## src/rtl/mac_vlg_pkg.sv

```systemverilog
// Shared types and constants for the MAC receive path: stream beat, header,
// device info, and the demux state/port encodings.
package mac_vlg_pkg;

    localparam logic [15:0] ETHERTYPE_IPV4 = 16'h0800;
    localparam logic [15:0] ETHERTYPE_ARP  = 16'h0806;
    localparam logic [47:0] MAC_BCAST      = 48'hffffffffffff;

    typedef struct packed {
        logic [47:0] dst_mac_addr;
        logic [47:0] src_mac_addr;
        logic [15:0] ethertype;
    } hdr_t;

    typedef struct packed {
        logic [47:0] mac_addr;
        logic [31:0] ip_addr;
    } dev_t;

    // One cycle of a mac stream; busy travels separately in the opposite direction.
    typedef struct packed {
        logic [7:0] d;
        logic       v;
        logic       sof;
        logic       eof;
        logic       err;
        hdr_t       hdr;
    } mac_t;

    typedef enum logic [1:0] {idle_s, fwd_s, drop_s} demux_fsm_t;
    typedef enum logic {sel_ipv4, sel_arp} demux_sel_t;

endpackage

```

## src/rtl/mac_vlg_stat.sv

```systemverilog
// Wrap-around event counter used for the receive frame statistics.
module mac_vlg_stat
    import mac_vlg_pkg::*;
#(
    parameter int STAT_W = 16
) (
    input  logic              clk_i,
    input  logic              rst_i,
    input  logic              inc_i,
    output logic [STAT_W-1:0] cnt_o
);

    logic [STAT_W-1:0] cnt_q;

    always_ff @(posedge clk_i) begin
        if (rst_i) begin
            cnt_q <= '0;
        end else if (inc_i) begin
            cnt_q <= cnt_q + STAT_W'(1);
        end
    end

    assign cnt_o = cnt_q;

endmodule

```

## src/rtl/mac_vlg_rx_demux.sv

```systemverilog
// Receive demux: filters frames on destination MAC, steers them by ethertype to
// the IPv4 or ARP stream with one cycle of latency, and keeps frame statistics.
//
// state  | meaning
// idle_s | between frames, waiting for sof
// fwd_s  | forwarding an accepted frame to port sel_q
// drop_s | discarding the rest of a rejected or overlength frame
module mac_vlg_rx_demux
    import mac_vlg_pkg::*;
#(
    parameter bit PROMISC = 1'b0,
    parameter int MAX_LEN = 1500,
    parameter int STAT_W  = 16
) (
    input  logic              clk_i,
    input  logic              rst_i,
    input  dev_t              dev_i,
    input  mac_t              rx_i,
    output logic              rx_busy_o,
    output mac_t              ipv4_o,
    input  logic              ipv4_busy_i,
    output mac_t              arp_o,
    input  logic              arp_busy_i,
    output logic [STAT_W-1:0] cnt_ok_o,
    output logic [STAT_W-1:0] cnt_drop_o,
    output logic [STAT_W-1:0] cnt_err_o
);

    localparam int              LEN_W   = $clog2(MAX_LEN + 2);
    localparam logic [LEN_W-1:0] LEN_MAX = LEN_W'(MAX_LEN);

    demux_fsm_t       state_q;
    demux_sel_t       sel_q;
    logic [LEN_W-1:0] len_q;
    mac_t             port_q [2];

    demux_sel_t sel_d;
    logic       addr_ok;
    logic       type_ok;
    logic       accept;
    logic       cont;
    logic       abort_prev;
    logic       fin_err;
    logic       fin_ok;
    logic       overlen;
    logic       inc_ok;
    logic       inc_drop;
    logic       inc_err;
    logic       unused_in;

    always_comb begin
        addr_ok = PROMISC
               || (rx_i.hdr.dst_mac_addr == dev_i.mac_addr)
               || (rx_i.hdr.dst_mac_addr == MAC_BCAST);
        type_ok = 1'b1;
        sel_d   = sel_ipv4;
        case (rx_i.hdr.ethertype)
            ETHERTYPE_IPV4: sel_d   = sel_ipv4;
            ETHERTYPE_ARP:  sel_d   = sel_arp;
            default:        type_ok = 1'b0;
        endcase
    end

    assign accept     = addr_ok && type_ok;
    assign cont       = (state_q == fwd_s) && !rx_i.sof;
    assign abort_prev = (state_q == fwd_s) && rx_i.sof;
    // err has priority over a coinciding eof
    assign fin_err    = cont && rx_i.err;
    assign fin_ok     = cont && !rx_i.err && rx_i.eof;
    assign overlen    = cont && !rx_i.err && !rx_i.eof && rx_i.v && (len_q == LEN_MAX);

    assign inc_ok     = fin_ok;
    assign inc_drop   = rx_i.sof && !accept;
    assign inc_err    = abort_prev || fin_err || overlen;

    always_ff @(posedge clk_i) begin
        if (rst_i) begin
            state_q   <= idle_s;
            sel_q     <= sel_ipv4;
            len_q     <= '0;
            port_q[0] <= '0;
            port_q[1] <= '0;
        end else begin
            port_q[0].d   <= '0;
            port_q[0].v   <= 1'b0;
            port_q[0].sof <= 1'b0;
            port_q[0].eof <= 1'b0;
            port_q[0].err <= 1'b0;
            port_q[1].d   <= '0;
            port_q[1].v   <= 1'b0;
            port_q[1].sof <= 1'b0;
            port_q[1].eof <= 1'b0;
            port_q[1].err <= 1'b0;

            if (fin_err) begin
                port_q[sel_q].err <= 1'b1;
                state_q           <= idle_s;
            end else if (fin_ok) begin
                port_q[sel_q].eof <= 1'b1;
                state_q           <= idle_s;
            end else if (overlen) begin
                port_q[sel_q].err <= 1'b1;
                state_q           <= drop_s;
            end else if (cont) begin
                port_q[sel_q].d <= rx_i.d;
                port_q[sel_q].v <= rx_i.v;
                if (rx_i.v) begin
                    len_q <= len_q + LEN_W'(1);
                end
            end

            if (abort_prev) begin
                port_q[sel_q].err <= 1'b1;
            end

            // A new sof is judged in every state; a truncated frame was closed above.
            if (rx_i.sof) begin
                if (accept) begin
                    state_q           <= fwd_s;
                    sel_q             <= sel_d;
                    len_q             <= LEN_W'(1);
                    port_q[sel_d].d   <= rx_i.d;
                    port_q[sel_d].v   <= rx_i.v;
                    port_q[sel_d].sof <= 1'b1;
                    port_q[sel_d].hdr <= rx_i.hdr;
                end else begin
                    state_q <= drop_s;
                end
            end else if ((state_q == drop_s) && (rx_i.eof || rx_i.err)) begin
                state_q <= idle_s;
            end
        end
    end

    assign ipv4_o    = port_q[sel_ipv4];
    assign arp_o     = port_q[sel_arp];
    assign rx_busy_o = 1'b0;
    assign unused_in = ^{ipv4_busy_i, arp_busy_i, dev_i.ip_addr};

    mac_vlg_stat #(.STAT_W(STAT_W)) u_stat_ok (
        .clk_i (clk_i),
        .rst_i (rst_i),
        .inc_i (inc_ok),
        .cnt_o (cnt_ok_o)
    );

    mac_vlg_stat #(.STAT_W(STAT_W)) u_stat_drop (
        .clk_i (clk_i),
        .rst_i (rst_i),
        .inc_i (inc_drop),
        .cnt_o (cnt_drop_o)
    );

    mac_vlg_stat #(.STAT_W(STAT_W)) u_stat_err (
        .clk_i (clk_i),
        .rst_i (rst_i),
        .inc_i (inc_err),
        .cnt_o (cnt_err_o)
    );

endmodule

```

## config.mk

```make
export PLATFORM = sky130hd
export DESIGN_NAME = mac_vlg_rx_demux
export DESIGN_NICKNAME = d
export VERILOG_FILES = /design/src/rtl/mac_vlg_pkg.sv /design/src/rtl/mac_vlg_stat.sv /design/src/rtl/mac_vlg_rx_demux.sv
export SDC_FILE = /design/constraint.sdc
export NUM_CORES = 1
export LEC_CHECK = 0
export CAP_MARGIN = 0
export CORE_AREA = 2 2 197 199
export DETAILED_ROUTE_END_ITERATION = 10
export DIE_AREA = 0 0 199 201
export PLACE_DENSITY = 0.67
export SLEW_MARGIN = 20
export SYNTH_ARGS = -nofsm -noshare
export SYNTH_HDL_FRONTEND = slang
export SYNTH_SLANG_ARGS = --single-unit
```

## constraint.sdc

```tcl
create_clock -name clk_i -period 4 [get_ports clk_i]
set_clock_uncertainty 0.1 [all_clocks]
set_input_delay 0.8 -clock clk_i [delete_from_list [all_inputs] [get_ports clk_i]]
set_output_delay 0.8 -clock clk_i [all_outputs]
set_load 0.03 [all_outputs]
```

==> results.toml, run 1 <==
[outcome]
status = "finished, final reports clean"

[die]
die_w_um = 199
io_pins = 505
core.rowCount = 72
die_area_mm2 = 0.0400
initial_core_util_pct = 32.4
core-area_mm2 = 0.0381
die_h_um = 201

[cells_and_area]
drive_gt1_share_pct = 8.33
instances_no_fill = 2034
nets = 1700
utilization_pct = 51.1
nFillCells = 3306
syn2layout_area_growth_pct = 57.5

[sta]
slew_viol_final = 0
rsz0062_at_grt = "false"
finalCritPeriodShare_pct = 89.8
max_freq_ghz = 0.278
tightest_slew_ns = 0.660
relSlewSlack_pct = 55.9
hold_viol = 0
fin_crit_ns = 3.59
setup_violations = 0

[power_and_ir_drop]
p_int_mw = 5.99
swShare_pct = 23.5
p_switching_mw = 1.84
comb_power_share_pct = 12.0
power_frac_seq_pct = 46.0
p_per_area_mw_per_mm2 = 402
clock_power_share_pct = 42.0
ir_drop_mv = 0.276
leakage_nw = 7.07

[setup_path]
cp-end-kind = "flip-flop"
critPathMaxStageDelay_ns = 0.52
reg2reg_from = "len_q[2]$_SDFF_PP0_"
cp-start-kind = "input port"
reg2reg_to = "u_stat_err.cnt_o[10]$_SDFFE_PP0P_"
cpMaxStageDelayCell = "clkdlybuf4s50_1"
rrSetupSlack_ns = 1.56
cp.arrival_ns = 3.71
critPathRequiredTime_ns = 4.12
crit_chain = "clkdlybuf4s50_1, xor2_1, nor4_1, buf_4, nand4_1, o31ai_4, nand3_4, nor2_4, or2_4, buf_4"
crit_type = "in2reg"
r2r_cells = 7
cp_max_fo = 12
path_common_cell = "buf_4"

[cts]
cts_resized = 0
root_buffer = "clkbuf_16"
clk_pin_slew_ns = 0.06
cts.sinks = 310
cts_buffers = 36
hold_buffers = 0
clockBufferDepth = 3
post-cts-setup-buffers = 0
cts-htree-levels = 2
cts_tree = "built"
clkLatencyLatePin_ns = 0.52

[hold_path]
hp-class = "reg2reg"
hold-path-cell-count = 2
hold_end = "u_stat_err.cnt_o[15]$_SDFFE_PP0P_"
min-delay-start = "u_stat_err.cnt_o[15]$_SDFFE_PP0P_"

[grt]
antenna_found_initial = 6
grt_pass1_vias = 9259
grt_util_all_layers_pct = 18.7
grt_pass1_wl_um = 56400
grt_start_max_net_pins = 80
grt.overflow.total = 0

[yosys]
ys.warnings.count = 0
synth_ff_type = "edfxtp_1"
syn_inst = 931
synth_edf_count = 224
synthArstFlopShare_pct = 0
syn_area_mm2 = 0.0124
synth.distinct_cells = 50
avgSynthCellArea_um2 = 13.3
yosysSeqAreaShare_pct = 68.4
synth_seq_cells = 310

[run]
maxCapViolCount = 0

[route]
drtIter0Drc = 525
wl_um = 38000
vias = 9082
routedWlPerCell_um = 18.7
routed_via_density = 4.47
detail_route.drc_violations = 0
dr.pass1.iters = 5
drtAntennaViolNets = 0

[placed_design]
dp_hpwl_um = 29000
place_congestion = 0.867
io_buffer_count = 469
dp_cells = 1967
[cell usage in the layout, fill, tap and decap left out, types with 2 or more instances in the layout]
cell             count
clkdlybuf4s50_1    468
edfxtp_1           224
and2_1             217
dfxtp_1             86
xor2_1              71
nor2_1              59
buf_4               39
clkbuf_16           38
nand2_1             31
conb_1              29
nand4_1             24
nand3_1             23
a21oi_1             20
nor4_1              18
buf_12              16
xnor2_1             14
and3_1              12
inv_1               11
o21ai_0             10
or3_1               10
clkbuf_1             7
nor2b_1              6
a21o_1               6
nor3_1               5
ha_1                 5
diode_2              4
and4_1               4
mux2i_1              4
mux2_2               4
nand2b_1             3
clkinv_1             3
bufinv_16            3
clkinvlp_4           3
clkinv_4             3
clkbuf_8             3
or4_1                2
a211oi_1             2
nand3b_1             2
or2_4                2
inv_6                2
[synth_stat cells, types with 14 or more instances]
master	n	area share, %
dfxtp_1	86	14
xnor2_1	14	0.99
nand3_1	23	0.93
clkbuf_1	21	0.64
a21oi_1	20	0.81
nand4_1	24	1.2
and2_1	217	11
nor2_1	59	1.8
edfxtp_1	224	54
nor4_1	18	0.91
xor2_1	71	5.0
nand2_1	31	0.94
[metal layers]
| metal | vias to the layer above | GRT usage [%] | part of all wire, % |
|---|---|---|---|
| li1 | 4357 | - | - |
| met1 | 4291 | 21.7 | 39 |
| met2 | 339 | 31.4 | 48 |
| met3 | 91 | 6.30 | 8.9 |
| met4 | 4 | 7.73 | 3.6 |
| met5 | - | 0 | 0.068 |
[layout make-up]
cell class	count	area, um^2	share of cell area, %
Tap cell	518	648	3.33
Clock inverter	15	173	0.887
Multi-Input combinational cell	604	3810	19.6
Antenna cell	4	10.0	0.0514
Clock buffer	48	1020	5.23
Inverter	11	41.3	0.212
Sequential cell	310	8450	43.4
Timing Repair Buffer	524	5300	27.3
[how the worst max path moves through the flow]
stage	cells past startpoint	endpoint	slack, ns	from
floorplan	8	port_q[1][0]$_DFFE_PP_	0.29	dev_i[44]
global placement	10	port_q[1][51]$_DFFE_PP_	-0.09	rx_i[105]
detailed placement	10	port_q[1][5]$_DFFE_PP_	-0.10	rx_i[105]
CTS	10	port_q[1][5]$_DFFE_PP_	0.45	rx_i[105]
global route	10	port_q[1][5]$_DFFE_PP_	0.31	rx_i[106]
finish	10	port_q[1][5]$_DFFE_PP_	0.41	rx_i[106]
[power by group through the flow]
stage / logic (mW) / clock network, mW / registers, mW
final: 0.940 / 3.28 / 3.60
after global routing: 0.983 / 3.48 / 3.62
after CTS: 0.949 / 3.37 / 3.61
after detailed placement: 0.946 / 0 / 3.67
after global placement: 0.941 / 0 / 3.67
after floorplan: 0.0987 / 0 / 3.95
[sequential cells by signal, indices dropped and copies added, names as in the netlist]
register	count
u_stat_drop.cnt_o	16
port_q	248
state_q	2
sel_q	1
u_stat_ok.cnt_o	16
u_stat_err.cnt_o	16
len_q	11
[cell families after synthesis]
| kind of cell | Yosys count | share of synthesized area [%] |
|---|---|---|
| xor+xnor | 85 | 6.03 |
| mux | 8 | 0.689 |
| flops | 310 | 68.4 |
| compound gates | 46 | 2.46 |
| fa+ha+maj | 5 | 0.506 |
| other cells | 1 | 0.0304 |
| buf+inv | 45 | 1.62 |
| simple gates | 431 | 20.3 |
[through the flow]
stage	setup WS (ns)	cell area [um^2]	hold WS, ns	setup TNS, ns	power, mW
after detailed placement	-0.101	18300	0.381	-8.87	4.62
after floorplan	0.289	12500	0.364	0	4.04
after global placement	-0.0922	18300	0.376	-7.66	4.61
final	0.408	19500	0.390	0	7.83
after global routing	0.312	19500	0.427	0	8.08
after CTS	0.446	19400	0.393	0	7.92
[worst max-delay path, delay by kind of cell]
kind / cells / cell delay [ns]
AND/OR/NAND/NOR: 5 / 1.20
buffers and inverters: 3 / 0.99
AO/OA/AOI/OAI: 1 / 0.51
XOR/XNOR: 1 / 0.19
Power figures use the tool's default switching activity.
==> run 2: changes to the inputs <==
CORE_AREA = 2 2 198 200   (was 2 2 197 199)
DIE_AREA = 0 0 200 202   (was 0 0 199 201)
PLACE_DENSITY = 0.66   (was 0.67)
clock period = 3.17 ns   (was 4 ns; I/O delays follow)
==> results.toml, run 2 (synthesis gave the netlist of run 1 again) <==
[hold_path]
hp-class = "reg2reg"
hold-path-cell-count = 2

[sta]
tightest_slew_ns = 0.646
max_freq_ghz = 0.324
relSlewSlack_pct = 57.0
setup_violations = 0
fin_ws_ns = 0.0789
rsz0062_at_grt = "false"
finalCritPeriodShare_pct = 97.5
hold_viol = 0
slew_viol_final = 0
fin_crit_ns = 3.09
fin_setup_tns_ns = 0

[route]
wl_um = 39100
drtIter0Drc = 475
detail_route.drc_violations = 0
drtAntennaViolNets = 0
routed_via_density = 4.46
routedWlPerCell_um = 18.9
vias = 9219
dr.pass1.iters = 5

[power_and_ir_drop]
ir_drop_mv = 0.301
p_per_area_mw_per_mm2 = 513
leakage_nw = 7.26

[setup_path]
crit_cells = 10
path_common_cell = "buf_12"
crit_type = "in2reg"
cp-start-kind = "input port"
cp-end-kind = "flip-flop"
cp_top_family = "simple AND/OR/NAND/NOR gates"
cp_max_fo = 25
r2r_cells = 8
crit_chain = "clkdlybuf4s50_1, xor2_1, nor4_1, buf_4, nand4_1, o31ai_4, buf_12, and4_2, or2_4, buf_12"
cpMaxStageDelayCell = "clkdlybuf4s50_1"
crit_buf_inv = 4
critPathRequiredTime_ns = 3.29
critPathMaxStageDelay_ns = 0.46
cp.arrival_ns = 3.21

[cells_and_area]
nets = 1730
largest_reg_flops = 248
design_area_mm2 = 0.0198
instances_no_fill = 2067
drive_gt1_share_pct = 10.6
multi_input_area_mm2 = 0.00384
regArea_mm2 = 0.00845
nFillCells = 3315
syn2layout_area_growth_pct = 60.0
mostFrequentLayoutCell = "clkdlybuf4s50_1"
largest-register = "port_q"
layout_common_cells = "clkdlybuf4s50_1, edfxtp_1, and2_1"

[grt]
grt_util_all_layers_pct = 18.9
globalRouteMet1Util_pct = 21.2
antenna_found_initial = 10
grt_pass1_vias = 9342
grt.overflow.total = 0
top_usage_layer = "met2"
grt_start_max_net_pins = 63
grt_util_met2_pct = 31.9
grt_util_met3_pct = 7.63
grt_pass1_wl_um = 56600

[cts]
clkLatencyLatePin_ns = 0.53
cts-htree-levels = 2
root_buffer = "clkbuf_16"
cts_buffers = 35
clk_pin_slew_ns = 0.05
cts_tree = "built"
hold_buffers = 0
clockBufferDepth = 3
cts.sinks = 310

[die]
core.rowCount = 72
die_w_um = 200
initial_core_util_pct = 32.3
io_pins = 505
die_area_mm2 = 0.0404
die_h_um = 202
core-area_mm2 = 0.0383

[placed_design]
place_congestion = 0.900
io_buffer_count = 469
placed_area_mm2 = 0.0185
dp_cells = 1997
pre_cts_ws_ns = -0.573
dp_hpwl_um = 29700

[outcome]
status = "finished, final reports clean"

[run]
maxCapViolCount = 0
==> run 2: area by class of cell <==
cell class | count | area share [%]
flip-flops and latches | 310 | 42.8
multi-input cells | 604 | 19.4
repair buffers | 555 | 28.0
diodes | 5 | 0.0633
well taps | 518 | 3.28
clock inverters | 21 | 1.63
inverters | 11 | 0.209
clock buffers | 43 | 4.69
==> run 2: stage by stage <==
step | power [mW] | utilization, % | hold slack, ns
2_1_floorplan | 5.10 | - | 0.364
4_1_cts | 10.3 | 51.5 | 0.398
3_5_place_dp | 5.85 | 48.2 | 0.389
3_3_place_gp | 5.84 | 48.2 | 0.374
6_report | 10.1 | 51.6 | 0.396
5_1_grt | 10.5 | 51.6 | 0.415
==> run 2: tightest hold or removal path: stages (launching register included) <==
cell	delay, ns
dfxtp_1	0.32
o21ai_0	0.07
a21oi_1	0.06
==> run 2: path summary, 6_finish.rpt <==
path	slack [ns]	start	to
setup / recovery	0.08	dev_i[50]	port_q[0][95]$_SDFFCE_PN0P_
hold / removal	0.40	u_stat_err.cnt_o[15]$_SDFFE_PP0P_	u_stat_err.cnt_o[15]$_SDFFE_PP0P_
setup reg to reg	0.70	len_q[0]$_SDFF_PP0_	u_stat_err.cnt_o[5]$_SDFFE_PP0P_
hold reg to reg	0.40	u_stat_err.cnt_o[15]$_SDFFE_PP0P_	u_stat_err.cnt_o[15]$_SDFFE_PP0P_
==> run 2: what timing repair did <==
item,4_1_cts,5_1_grt
setup buffers,1,0
setup endpoints to repair,29,220
pin swaps,1,0
resized for setup,0,4
==> run 2: routing by layer <==
metal	wire length, um	part of all wire [%]
met2	19000	49
met4	1460	3.7
met5	68	0.17
met3	3800	9.7
met1	14700	38
==> run 2: report_power, final <==
part           leakage [nW]  total, mW  switching (mW)  internal (mW)
clock                 0.615       4.37            1.62           2.75
sequential             2.83       4.55          0.0522           4.50
combinational          3.81       1.21           0.653          0.556
==> run 3: changes to the inputs <==
REMOVE_ABC_BUFFERS = 1   (was not set)
==> results.toml, run 3 (synthesis gave the netlist of run 1 again) <==
[placed_design]
place_congestion = 0.864
dp_hpwl_um = 30600
pre_cts_ws_ns = -0.958
io_buffer_count = 469

[route]
dr.pass1.iters = 4
routed_via_density = 4.45
detail_route.drc_violations = 0
drtAntennaViolNets = 0
vias = 9271
drtIter0Drc = 525
wl_um = 39600
routedWlPerCell_um = 19.0

[die]
die_area_mm2 = 0.0404
io_pins = 505
die_h_um = 202
initial_core_util_pct = 32.3
core-area_mm2 = 0.0383
core.rowCount = 72
die_w_um = 200

[cells_and_area]
mostFrequentLayoutCell = "clkdlybuf4s50_1"
nFillCells = 3290
largest-register = "port_q"
syn2layout_area_growth_pct = 61.4
drive_gt1_share_pct = 12.2
nets = 1752
layout_common_cells = "clkdlybuf4s50_1, edfxtp_1, and2_1"
largest_reg_flops = 248

[grt]
grt_start_max_net_pins = 60
grt_pass1_vias = 9511
grt_pass1_wl_um = 57500
grt.overflow.total = 0
antenna_found_initial = 5
grt_util_all_layers_pct = 19.2

[setup_path]
cp-start-kind = "input port"
cp.arrival_ns = 3.22
cp-end-kind = "flip-flop"
cp_max_fo = 17
critPathRequiredTime_ns = 3.31
crit_type = "in2reg"

[cts]
cts_tree = "built"
hold_buffers = 0
root_buffer = "clkbuf_16"
clkLatencyLatePin_ns = 0.53
clk_pin_slew_ns = 0.06
cts.sinks = 310
cts-htree-levels = 2
clockBufferDepth = 3
cts_buffers = 35

[sta]
slew_viol_final = 0
relSlewSlack_pct = 59.0
rsz0062_at_grt = "false"
tightest_slew_ns = 0.615
fin_crit_ns = 3.09
max_freq_ghz = 0.324
finalCritPeriodShare_pct = 97.4
fin_ws_ns = 0.0838
hold_viol = 0
setup_violations = 0

[power_and_ir_drop]
p_total_mw = 9.77
leakage_nw = 7.41
p_per_area_mw_per_mm2 = 490
ir_drop_mv = 0.298

[outcome]
status = "finished, final reports clean"

[hold_path]
hp-class = "reg2reg"

[run]
maxCapViolCount = 0
-- run 3: final cells by class --
cell class | count | area, um^2 | share of cell area (%)
Clock buffer | 43 | 957 | 4.80
Multi-Input combinational cell | 604 | 3890 | 19.5
Clock inverter | 19 | 165 | 0.828
Antenna cell | 3 | 7.51 | 0.0377
Tap cell | 518 | 648 | 3.25
Inverter | 11 | 41.3 | 0.207
Sequential cell | 310 | 8450 | 42.4
Timing Repair Buffer | 577 | 5780 | 29.0
-- run 3: power breakdown --
part	switching [mW]	leakage, nW	internal, mW	total, mW
sequential	0.0532	2.83	4.50	4.55
combinational	0.672	4.03	0.578	1.25
clock	1.65	0.554	2.32	3.97
-- run 3: metrics by stage --
step	cell area, um^2	hold slack, ns	instances	TNS, ns	util [%]
after floorplan	12300	0.358	925	-391.62	-
after global placement	18600	0.371	2009	-355.36	48.5
after detailed placement	18600	0.392	2009	-389.32	48.5
after CTS	19700	0.404	2072	0	51.5
after global routing	19900	0.440	2082	0	52.1
final	19900	0.402	2085	0	52.1
-- run 3: final timing paths --
check                                                         to                       startpoint  slack, ns  cells after the start
worst min-delay path             u_stat_ok.cnt_o[9]$_SDFFE_PP0P_  u_stat_ok.cnt_o[9]$_SDFFE_PP0P_       0.40                      2
worst max register to register  u_stat_err.cnt_o[7]$_SDFFE_PP0P_              len_q[2]$_SDFF_PP0_       0.74                      6
worst max-delay path                     port_q[1][21]$_DFFE_PP_                         rx_i[70]       0.08                     11
worst min register to register   u_stat_ok.cnt_o[9]$_SDFFE_PP0P_  u_stat_ok.cnt_o[9]$_SDFFE_PP0P_       0.40                      2
-- run 3: timing repair --
| action | in CTS | in global routing |
|---|---|---|
| pin swaps | 1 | 4 |
| endpoints found under the hold margin | 0 | 0 |
| buffers inserted | 1 | 7 |
| setup endpoints to repair | 450 | 227 |
| gates cloned | 0 | 3 |
| resized for setup | 6 | 12 |
-- run 3: critical path: stages --
cell	delay, ns
clkdlybuf4s50_1	0.49
xor2_1	0.19
nor4_2	0.39
nand4_1	0.27
o31ai_4	0.29
buf_4	0.18
nand3_4	0.08
nor2_4	0.15
or2_4	0.21
buf_4	0.14
buf_12	0.16
-- run 3: layer usage --
| metal | wire (um) | track usage [%] | vias up |
|---|---|---|---|
| li1 | - | - | 4460 |
| met1 | 14300 | 20.6 | 4395 |
| met2 | 20300 | 34.5 | 347 |
| met3 | 4000 | 7.88 | 65 |
| met4 | 925 | 5.53 | 4 |
| met5 | 29 | 0 | - |
